--- config.mk ---
export PLATFORM = sky130hd
export DESIGN_NAME = ps2_rx_fifo_flat
export DESIGN_NICKNAME = d
export VERILOG_FILES = /design/src/rtl/ps2_rx_fifo_if.sv /design/src/rtl/ps2_rx_fifo.sv /design/src/flat_wrapper.sv
export SDC_FILE = /design/constraint.sdc
export NUM_CORES = 1
export LEC_CHECK = 0
export ABC_AREA = 1
export BUFFER_PORTS_ARGS = -buffer_cell sky130_fd_sc_hd__clkbuf_2
export CAP_MARGIN = 20
export CORE_MARGIN = 5
export CORE_UTILIZATION = 60
export CTS_CLUSTER_DIAMETER = 150
export DETAILED_ROUTE_END_ITERATION = 6
export PLACE_DENSITY_LB_ADDON = 0.15
export SLEW_MARGIN = 20
export SYNTH_ARGS = -nofsm -noshare
export SYNTH_HDL_FRONTEND = slang
export SYNTH_SLANG_ARGS = --single-unit
--- constraint.sdc ---
create_clock -name clk -period 2.55 [get_ports clk]
set_clock_uncertainty 0.05 [all_clocks]
set_input_delay 0.51 -clock clk [delete_from_list [all_inputs] [get_ports clk]]
set_output_delay 0.51 -clock clk [all_outputs]
set_load 0.02 [all_outputs]
--- src/rtl/ps2_rx_fifo_if.sv ---
// ps2_rx_fifo_if: pop-side handshake between the PS/2 receive FIFO and the
// downstream scan-code decoder. The slave modport is the FIFO and the master
// modport is the consumer.
interface ps2_rx_fifo_if;
  logic       read_next;
  logic       ready;
  logic       overflow;
  logic [7:0] data;

  modport slave  (input  read_next, output ready, output overflow, output data);
  modport master (output read_next, input  ready, input  overflow, input  data);
endinterface

--- src/rtl/ps2_rx_fifo.sv ---
// ps2_rx_fifo: PS/2 device-to-host receiver with a small receive FIFO.
//
// ps2_clk is oversampled on clk, and each falling edge becomes a one-cycle
// strobe. The design assembles 11-bit frames from these strobes. Valid bytes
// are pushed into a FIFO of 2**FIFO_AW entries, of which (2**FIFO_AW)-1 are
// usable.
//
// Optional feature: define PS2_PARITY_CHECK_EN to reject frames with bad odd
// parity. Without it, only the start and stop bits are checked.
module ps2_rx_fifo #(
  parameter int FIFO_AW = 3
) (
  input  logic           clk,
  input  logic           rstn,
  input  logic           ps2_clk,
  input  logic           ps2_dat,
  ps2_rx_fifo_if.slave   bus
);

  localparam int DEPTH = 2 ** FIFO_AW;

  logic [2:0]         clk_sync_q, clk_sync_d;
  logic [1:0]         dat_sync_q, dat_sync_d;
  logic [3:0]         cnt_q, cnt_d;
  logic [9:0]         buffer_q, buffer_d;
  logic [FIFO_AW-1:0] w_ptr_q, w_ptr_d;
  logic [FIFO_AW-1:0] r_ptr_q, r_ptr_d;
  logic               ready_q, ready_d;
  logic               overflow_q, overflow_d;
  logic [7:0]         fifo_q [DEPTH];

  logic strobe;
  logic frame_ok;
  logic accept;
  logic full;
  logic wr_en;
  logic pop;

  // Frame decode, FIFO pointer and flag next-state logic.
  always_comb begin
    // NOTE: every always_comb output gets a default first, so no path can leave it unassigned and infer a latch.
    clk_sync_d = {clk_sync_q[1:0], ps2_clk};
    dat_sync_d = {dat_sync_q[0], ps2_dat};
    cnt_d      = cnt_q;
    buffer_d   = buffer_q;

    strobe   = clk_sync_q[2] & ~clk_sync_q[1];
`ifdef PS2_PARITY_CHECK_EN
    frame_ok = ~buffer_q[0] & dat_sync_q[1] & (^buffer_q[9:1]);
`else
    frame_ok = ~buffer_q[0] & dat_sync_q[1];
`endif
    accept = strobe && (cnt_q == 4'd10) && frame_ok;
    full   = (FIFO_AW'(w_ptr_q + 1'b1) == r_ptr_q);
    wr_en  = accept & ~full;
    pop    = ready_q & bus.read_next;

    if (strobe) begin
      if (cnt_q == 4'd10) begin
        cnt_d = 4'd0;
      end else begin
        buffer_d[cnt_q] = dat_sync_q[1];
        cnt_d           = cnt_q + 4'd1;
      end
    end

    w_ptr_d    = wr_en ? FIFO_AW'(w_ptr_q + 1'b1) : w_ptr_q;
    r_ptr_d    = pop   ? FIFO_AW'(r_ptr_q + 1'b1) : r_ptr_q;
    overflow_d = overflow_q | (accept & full);
    ready_d    = (w_ptr_d != r_ptr_d);
  end

  // Control and status registers with asynchronous reset.
  always_ff @(posedge clk or negedge rstn) begin
    if (!rstn) begin
      clk_sync_q <= '0;
      dat_sync_q <= '0;
      cnt_q      <= '0;
      buffer_q   <= '0;
      w_ptr_q    <= '0;
      r_ptr_q    <= '0;
      ready_q    <= 1'b0;
      overflow_q <= 1'b0;
    end else begin
      // NOTE: state uses non-blocking assignments so every flop samples pre-edge values, independent of statement order.
      clk_sync_q <= clk_sync_d;
      dat_sync_q <= dat_sync_d;
      cnt_q      <= cnt_d;
      buffer_q   <= buffer_d;
      w_ptr_q    <= w_ptr_d;
      r_ptr_q    <= r_ptr_d;
      ready_q    <= ready_d;
      overflow_q <= overflow_d;
    end
  end

  // FIFO storage write port.
  // NOTE: storage is not reset; its contents are don't-care until ready says a slot holds valid data.
  always_ff @(posedge clk) begin
    if (wr_en) begin
      fifo_q[w_ptr_q] <= buffer_q[8:1];
    end
  end

  assign bus.ready    = ready_q;
  assign bus.overflow = overflow_q;
  assign bus.data     = fifo_q[r_ptr_q];

endmodule

--- src/flat_wrapper.sv ---
// flat-port wrapper written by rule: the top's interface ports become plain ports
module ps2_rx_fifo_flat 
#(
  parameter int FIFO_AW = 3
)
  (clk, rstn, ps2_clk, ps2_dat, bus_read_next, bus_ready, bus_overflow, bus_data);
  ps2_rx_fifo_if bus_i ();
  input  logic clk;
  input  logic rstn;
  input  logic ps2_clk;
  input  logic ps2_dat;
  input wire logic [$bits(bus_i.read_next)-1:0] bus_read_next;
  output wire logic [$bits(bus_i.ready)-1:0] bus_ready;
  output wire logic [$bits(bus_i.overflow)-1:0] bus_overflow;
  output wire logic [$bits(bus_i.data)-1:0] bus_data;
  assign bus_i.read_next = bus_read_next;
  assign bus_ready = bus_i.ready;
  assign bus_overflow = bus_i.overflow;
  assign bus_data = bus_i.data;
  ps2_rx_fifo #(.FIFO_AW(FIFO_AW)) u_core (.clk(clk), .rstn(rstn), .ps2_clk(ps2_clk), .ps2_dat(ps2_dat), .bus(bus_i));
endmodule
==> metrics.txt, run 1 <==
area grow syn2layout 10.7%; Avg Cell Area, Syn 11.2 um^2; final slew viol count 0; GPL Wtd Cong 0.810; reg2reg end u_core.fifo_q[2][4]; run status finished, final reports clean; Ports 15; register area share after synthesis 0.696; DR vias/cell 5.55; commonest cells after routing, fill and taps aside 64 x edfxtp_1, 63 x nor2_1, 42 x o21ai_0; metal2 WL 3.32 mm; antenna cell count 0; Synth Register Bits 90; Gate Count Post-Synth 329; Slew Limit Headroom 0.581; CTS buffer count 9; Reg2Reg Launch Point u_core.w_ptr_q[1]; Setup-failing EPs final 0; gr usage total 0.196; min Tclk post-route ~2.4 ns; vias after detailed routing about 2400; Post-Route M1 WL 3.02 mm; DRT antenna net count 0; # rows 28; CTS sink cnt 90; Max Cap Violations 0; Chip Width between 80 and 90 um; R2R Setup Slk 0.45 ns; setup slack after placement 0.475 ns; die height 88.5 um; ratio of cells with drive above 1 in the final layout 0.159; critical path class flop to output pin; Max VDD drop around 0.55 mV; DP HPWL 4.44 mm; WP data required ~2.0 ns; f_max slightly above 0.4 GHz; clk_lat worst skew 0.35 ns; GRT overflow 0; mux share of post-synthesis cell area 0; CP Launch Point u_core.r_ptr_q[0]; Core ar. 0.00596 mm^2; Pre-Repair DR Iteration Count 4; final hold vios 0; vias in the first global route 2265; Critical Path AT between 1.5 and 2 ns; WL met3 356 um; Post-Synth Adder-Cell Area 0.00677; Worst R2R Path Depth 9; Remaining DRCs 0; total wire length 6.80 mm; H-tree depth 3; DR top layer met4; final period utilization 0.943; setup tns final 0 ns; Reg clk slew, reported paths roughly 0.090 ns; largest net degree at the start of global routing 36; compound-gate portion of the synthesized area 0.0964; root buf cell clkbuf_8; Syn Nets 336; HP Class input pin to async pin; antenna violations before repair 0; Yosys warning total 0; clk buf depth 2; simple-gate share of the synthesized area 0.164; Hold Buf Count CTS 0; area of the die 0.00783 mm^2; main combinational cell family by area after synthesis simple AND/OR/NAND/NOR gates; PD cells 1070 mW/mm^2; Slew @ Worst Pin 0.628 ns; Startpoint Class flop; CTS tree yes; nets@finish 360; first-pass GRT wire length 11.2 mm; number of port buffers 14; 1st-iter DRT viols roughly 140; xor and xnor fraction of the mapped netlist area 0.00474; LEAKAGE around 0.0016 uW; CP endpoint kind output pin; post-synthesis cell type count 26; WL per Instance 15.7 um; Post-Syn Area 0.00370 mm^2; unrepaired setup endpoints after global routing no; final setup margin approximately 0.14 ns; initial core utilization 0.621; crit path max fanout 35; commonest non-fill, non-tap cell in the layout edfxtp_1
[final cells by class]
type                       count  area (um^2)
sequential                    90         2570
timing repair buffer          25          156
tap                           75         93.8
fill                         445         1860
clock buffer                  10          128
clock inverter                 6         67.6
inverter                      17         68.8
multi-input combinational    210         1000
[synth_stat cells]
cell,n,share of area
nand3b_1,2,0.0041
buf_4,3,0.0061
inv_2,3,0.0030
o22ai_1,8,0.014
nor2_2,2,0.0034
edfxtp_1,64,0.52
nand4_1,1,0.0017
a31o_2,1,0.0024
nor2_1,63,0.064
buf_2,1,0.0014
nand2_1,41,0.042
dfrtp_1,26,0.18
a21oi_1,5,0.0068
ha_1,2,0.0068
nor3_1,10,0.014
clkbuf_1,8,0.0081
xor2_1,2,0.0047
nand3_2,1,0.0027
nand2_2,6,0.010
o21ai_0,42,0.057
a31oi_1,10,0.017
inv_1,13,0.013
clkinv_1,1,0.0010
nor2_4,2,0.0061
or2_2,1,0.0017
nand3_1,11,0.015
[per-layer routing]
| layer | global-route usage | vias to the layer above |
|---|---|---|
| li1 | - | 1199 |
| met1 | 0.264 | 1136 |
| met2 | 0.315 | 59 |
| met3 | 0.0438 | 11 |
| met4 | 0.0742 | 0 |
| met5 | 0 | - |
[worst max-delay path by stage]
stage / end / slack (ns) / depth (start not counted)
2_1_floorplan: u_core.fifo_q[1][0] / 0.30 / 8
3_3_place_gp: bus_data[6] / 0.51 / 6
3_5_place_dp: bus_data[5] / 0.48 / 6
4_1_cts: bus_data[5] / 0.07 / 6
5_1_grt: bus_data[5] / 0.02 / 6
6_report: bus_data[5] / 0.14 / 6
[through the flow]
step                      cells  hold slack, ns  power, uW  area [um^2]  utilization
after floorplan             329           0.164       3040         3700            -
after global placement      417           0.286       3430         3890        0.653
after detailed placement    417           0.290       3460         3890        0.653
after CTS                   433           0.122       4390         4080        0.686
after global routing        433           0.150       4700         4090        0.687
final                       433           0.106       4380         4090        0.687
[what timing repair did]
action	4_1_cts	5_1_grt
buffers inserted	0	0
gates resized for setup	0	6
endpoints found under the setup margin	0	6
[state kept, by name, indices dropped and copies added (netlist names), 2 cells and up]
register and cells:
u_core.fifo_q 64, u_core.buffer_q 9, u_core.cnt_q 4, u_core.clk_sync_q 3
u_core.r_ptr_q 3, u_core.w_ptr_q 3, u_core.dat_sync_q 2
[logic make-up after synthesis]
family | Yosys count
AO/OA/AOI/OAI | 66
XOR/XNOR | 2
adder cells (fa/ha/maj) | 2
buffers and inverters | 29
flip-flops | 90
AND/OR/NAND/NOR | 140
[where the power goes]
group          switching (uW)  total, uW  internal [uW]
clock network             482        936            454
registers                 221       2040           1820
logic                     932       1400            468
total                    1630       4380           2750
[critical path, cell delays in order (launching register included)]
cell	delay (ns)
dfrtp_1	0.42
buf_6	0.28
o21ai_0	0.16
o22ai_1	0.23
nor2_1	0.07
a31oi_1	0.14
clkbuf_2	0.19
(Power assumes the default switching activity.)
==> run 2, diff against run 1 <==
--- a/config.mk
+++ b/config.mk
@@ -7,12 +7,12 @@
 export LEC_CHECK = 0
 export ABC_AREA = 1
 export BUFFER_PORTS_ARGS = -buffer_cell sky130_fd_sc_hd__clkbuf_2
-export CAP_MARGIN = 20
 export CORE_MARGIN = 5
 export CORE_UTILIZATION = 60
 export CTS_CLUSTER_DIAMETER = 150
 export DETAILED_ROUTE_END_ITERATION = 6
 export PLACE_DENSITY_LB_ADDON = 0.15
+export SETUP_SLACK_MARGIN = 0.15
 export SLEW_MARGIN = 20
 export SYNTH_ARGS = -nofsm -noshare
 export SYNTH_HDL_FRONTEND = slang
==> run 2 against run 1 <==
Effect of this change: die area did not move; setup slack improved by 0.084 ns; design area rose by 3.4%; clock power rose by 0.9%; sequential cell count did not move; register-to-register slack got worse by 0.02 ns; utilization rose by 2.4 points; via count rose by 3.7%; sequential share of layout area fell by 2.1 points; count of clock-buffer cells in the layout did not move; sequential power barely moved; routed wire length rose by 6.6%; largest power group unchanged.
==> metrics.txt, run 2 (synthesis gave the netlist of run 1 again) <==
crit path max-delay cell type dfrtp_2; final period utilization 0.910 (-0.0331); antenna violations before repair 0 (unchanged); Slew @ Worst Pin 0.638 ns (+0.00970 ns); WL per Instance 16.4 um (+4.6%); crit path max fanout 9 (-74%); setup slack after placement 0.475 ns (unchanged); clk buf depth 2 (unchanged); f_max 0.431 GHz (+3.6%); root buf cell clkbuf_8; number of port buffers 14 (unchanged); DP HPWL 4.44 mm (unchanged); initial core utilization 0.621 (unchanged); Core ar. 0.00596 mm^2 (unchanged); run status finished, final reports clean; ratio of cells with drive above 1 in the final layout 0.180 (+0.0211); biggest regs u_core.fifo_q (64), u_core.buffer_q (9), u_core.cnt_q (4); Startpoint Class flop; CTS sink cnt 90 (unchanged); Hold Buf Count CTS 0 (unchanged); Switch Pwr 1720 uW (+5.5%); area of the die 0.00783 mm^2 (unchanged); critical path's largest stage delay 0.44 ns (+0.02 ns); Max VDD drop 0.554 mV (+0.23%); setup tns final 0 ns (unchanged); WP data required 1.99 ns (about the same); Buf/Inv on CP 3 (+1); Reg clk slew, reported paths 0.09 ns (about the same); post-route cell area 0.00423 mm^2 (+3.4%); crit-path leading delay family buffers and inverters; Fill cells 414 (-7.0%); min Tclk post-route 2.32 ns (-0.0844 ns); HP Class input pin to async pin; die height 88.5 um (unchanged); 1st-iter DRT viols 223 (+57%); Logic pwr share 0.357 (+0.037); first-pass GRT wire length 11.2 mm (-0.19%); Worst R2R Path Depth 9 (unchanged); nets@finish 368 (+2.2%); unrepaired setup endpoints after global routing yes; final setup margin 0.229 ns (+0.0844 ns); clock share of power 0.203 (-0.011); CP endpoint kind output pin; DRT antenna net count 0 (unchanged); # rows 28 (unchanged); Power Internal 2940 uW (+7.0%); Max Cap Violations 0 (unchanged); max reg flops 64 (unchanged); Most flops, register u_core.fifo_q; final hold vios 0 (unchanged); Ports 15 (unchanged); Setup-failing EPs final 0 (unchanged); sequential power share 0.440 (-0.026); total wire length 7.25 mm (+6.6%); vias after detailed routing 2495 (+3.7%); commonest cells after routing, fill and taps aside 64 x edfxtp_1, 63 x nor2_1, 41 x o21ai_0, 41 x nand2_1, 24 x dfrtp_1; DR vias/cell 5.66 (+1.9%); Critical Path AT 1.76 ns (-0.09 ns); gr usage total 0.196 (-0.000400); area grow syn2layout 14.4%; R2R Setup Slk 0.43 ns (-0.02 ns); antenna cell count 0 (unchanged); dpl cell area 0.00389 mm^2 (unchanged); GPL Wtd Cong 0.810 (unchanged); largest net degree at the start of global routing 36 (unchanged); Worst path most repeated cell buf_4; Remaining DRCs 0 (unchanged); crit-path cells buf_4 -> buf_12 -> o21ai_0 -> o22ai_1 -> nor2_1 -> a31oi_1 -> buf_4; GRT overflow 0 (unchanged); Pre-Repair DR Iteration Count 5 (+1); LEAKAGE 0.00162 uW (+4.2%); commonest non-fill, non-tap cell in the layout edfxtp_1; Net Sw Frac 0.370 (-0.00323); PD cells 1100 mW/mm^2 (+2.9%); Chip Width 88.5 um (unchanged); Reg2Reg Launch Point u_core.w_ptr_q[1]; critical path class flop to output pin; CTS buffer count 9 (unchanged); clk_lat worst skew 0.36 ns (about the same); reg2reg end u_core.fifo_q[7][4]; Slew Limit Headroom 0.575 (-0.00647); final slew viol count 0 (unchanged); H-tree depth 3 (unchanged); vias in the first global route 2259 (-0.26%); CTS tree yes
run 2: cell count changes in the layout (fill, tap and decap cells not counted), sizes merged:
cell,change
buf,+8
inv,-1
clkinv,+1
run 2: per-stage QoR:
stage          utilization  power, uW  hold slack, ns  instances
6_report             0.711       4660           0.103        441
5_1_grt              0.711       4980           0.158        441
4_1_cts              0.688       4420           0.122        433
3_5_place_dp         0.653       3460           0.290        417
3_3_place_gp         0.653       3430           0.286        417
2_1_floorplan            -       3040           0.164        329
run 2: layout make-up:
class	instances	area, um^2	share of cell area
Clock inverter	6	67.6	0.0160
Inverter	17	81.3	0.0192
Multi-Input combinational cell	210	1000	0.237
Timing Repair Buffer	33	283	0.0668
Tap cell	75	93.8	0.0222
Clock buffer	10	128	0.0302
Sequential cell	90	2570	0.608
run 2: metal layers:
layer | vias up | wire, um | GRT usage
met5 | - | 0 | 0
met4 | 0 | 104 | 0.0701
met3 | 11 | 342 | 0.0419
met2 | 57 | 3640 | 0.318
met1 | 1212 | 3170 | 0.263
li1 | 1215 | - | -
run 2: worst max path at each step:
stage	to	startpoint	slack, ns	depth (start not counted)
CTS	bus_data[5]	u_core.r_ptr_q[1]	0.16	6
floorplan	u_core.fifo_q[1][0]	u_core.w_ptr_q[1]	0.30	8
finish	bus_data[5]	u_core.r_ptr_q[0]	0.23	7
global placement	bus_data[6]	u_core.r_ptr_q[1]	0.51	6
global route	bus_data[5]	u_core.r_ptr_q[0]	0.14	7
detailed placement	bus_data[5]	u_core.r_ptr_q[1]	0.48	6
run 2: repair_timing:
item,in CTS,in global routing
gates cloned,0,2
endpoints found under the setup margin,8,7
setup buffers,0,6
gates resized for setup,5,12
hold endpoints to repair,0,0
pin swaps,0,1
run 2: power groups by stage:
| stage | clock [uW] | sequential (uW) | combinational (uW) |
|---|---|---|---|
| after floorplan | 0 | 1990 | 1050 |
| after CTS | 959 | 2040 | 1420 |
| after global routing | 1040 | 2080 | 1860 |
| after global placement | 0 | 2060 | 1370 |
| final | 944 | 2050 | 1660 |
| after detailed placement | 0 | 2060 | 1400 |
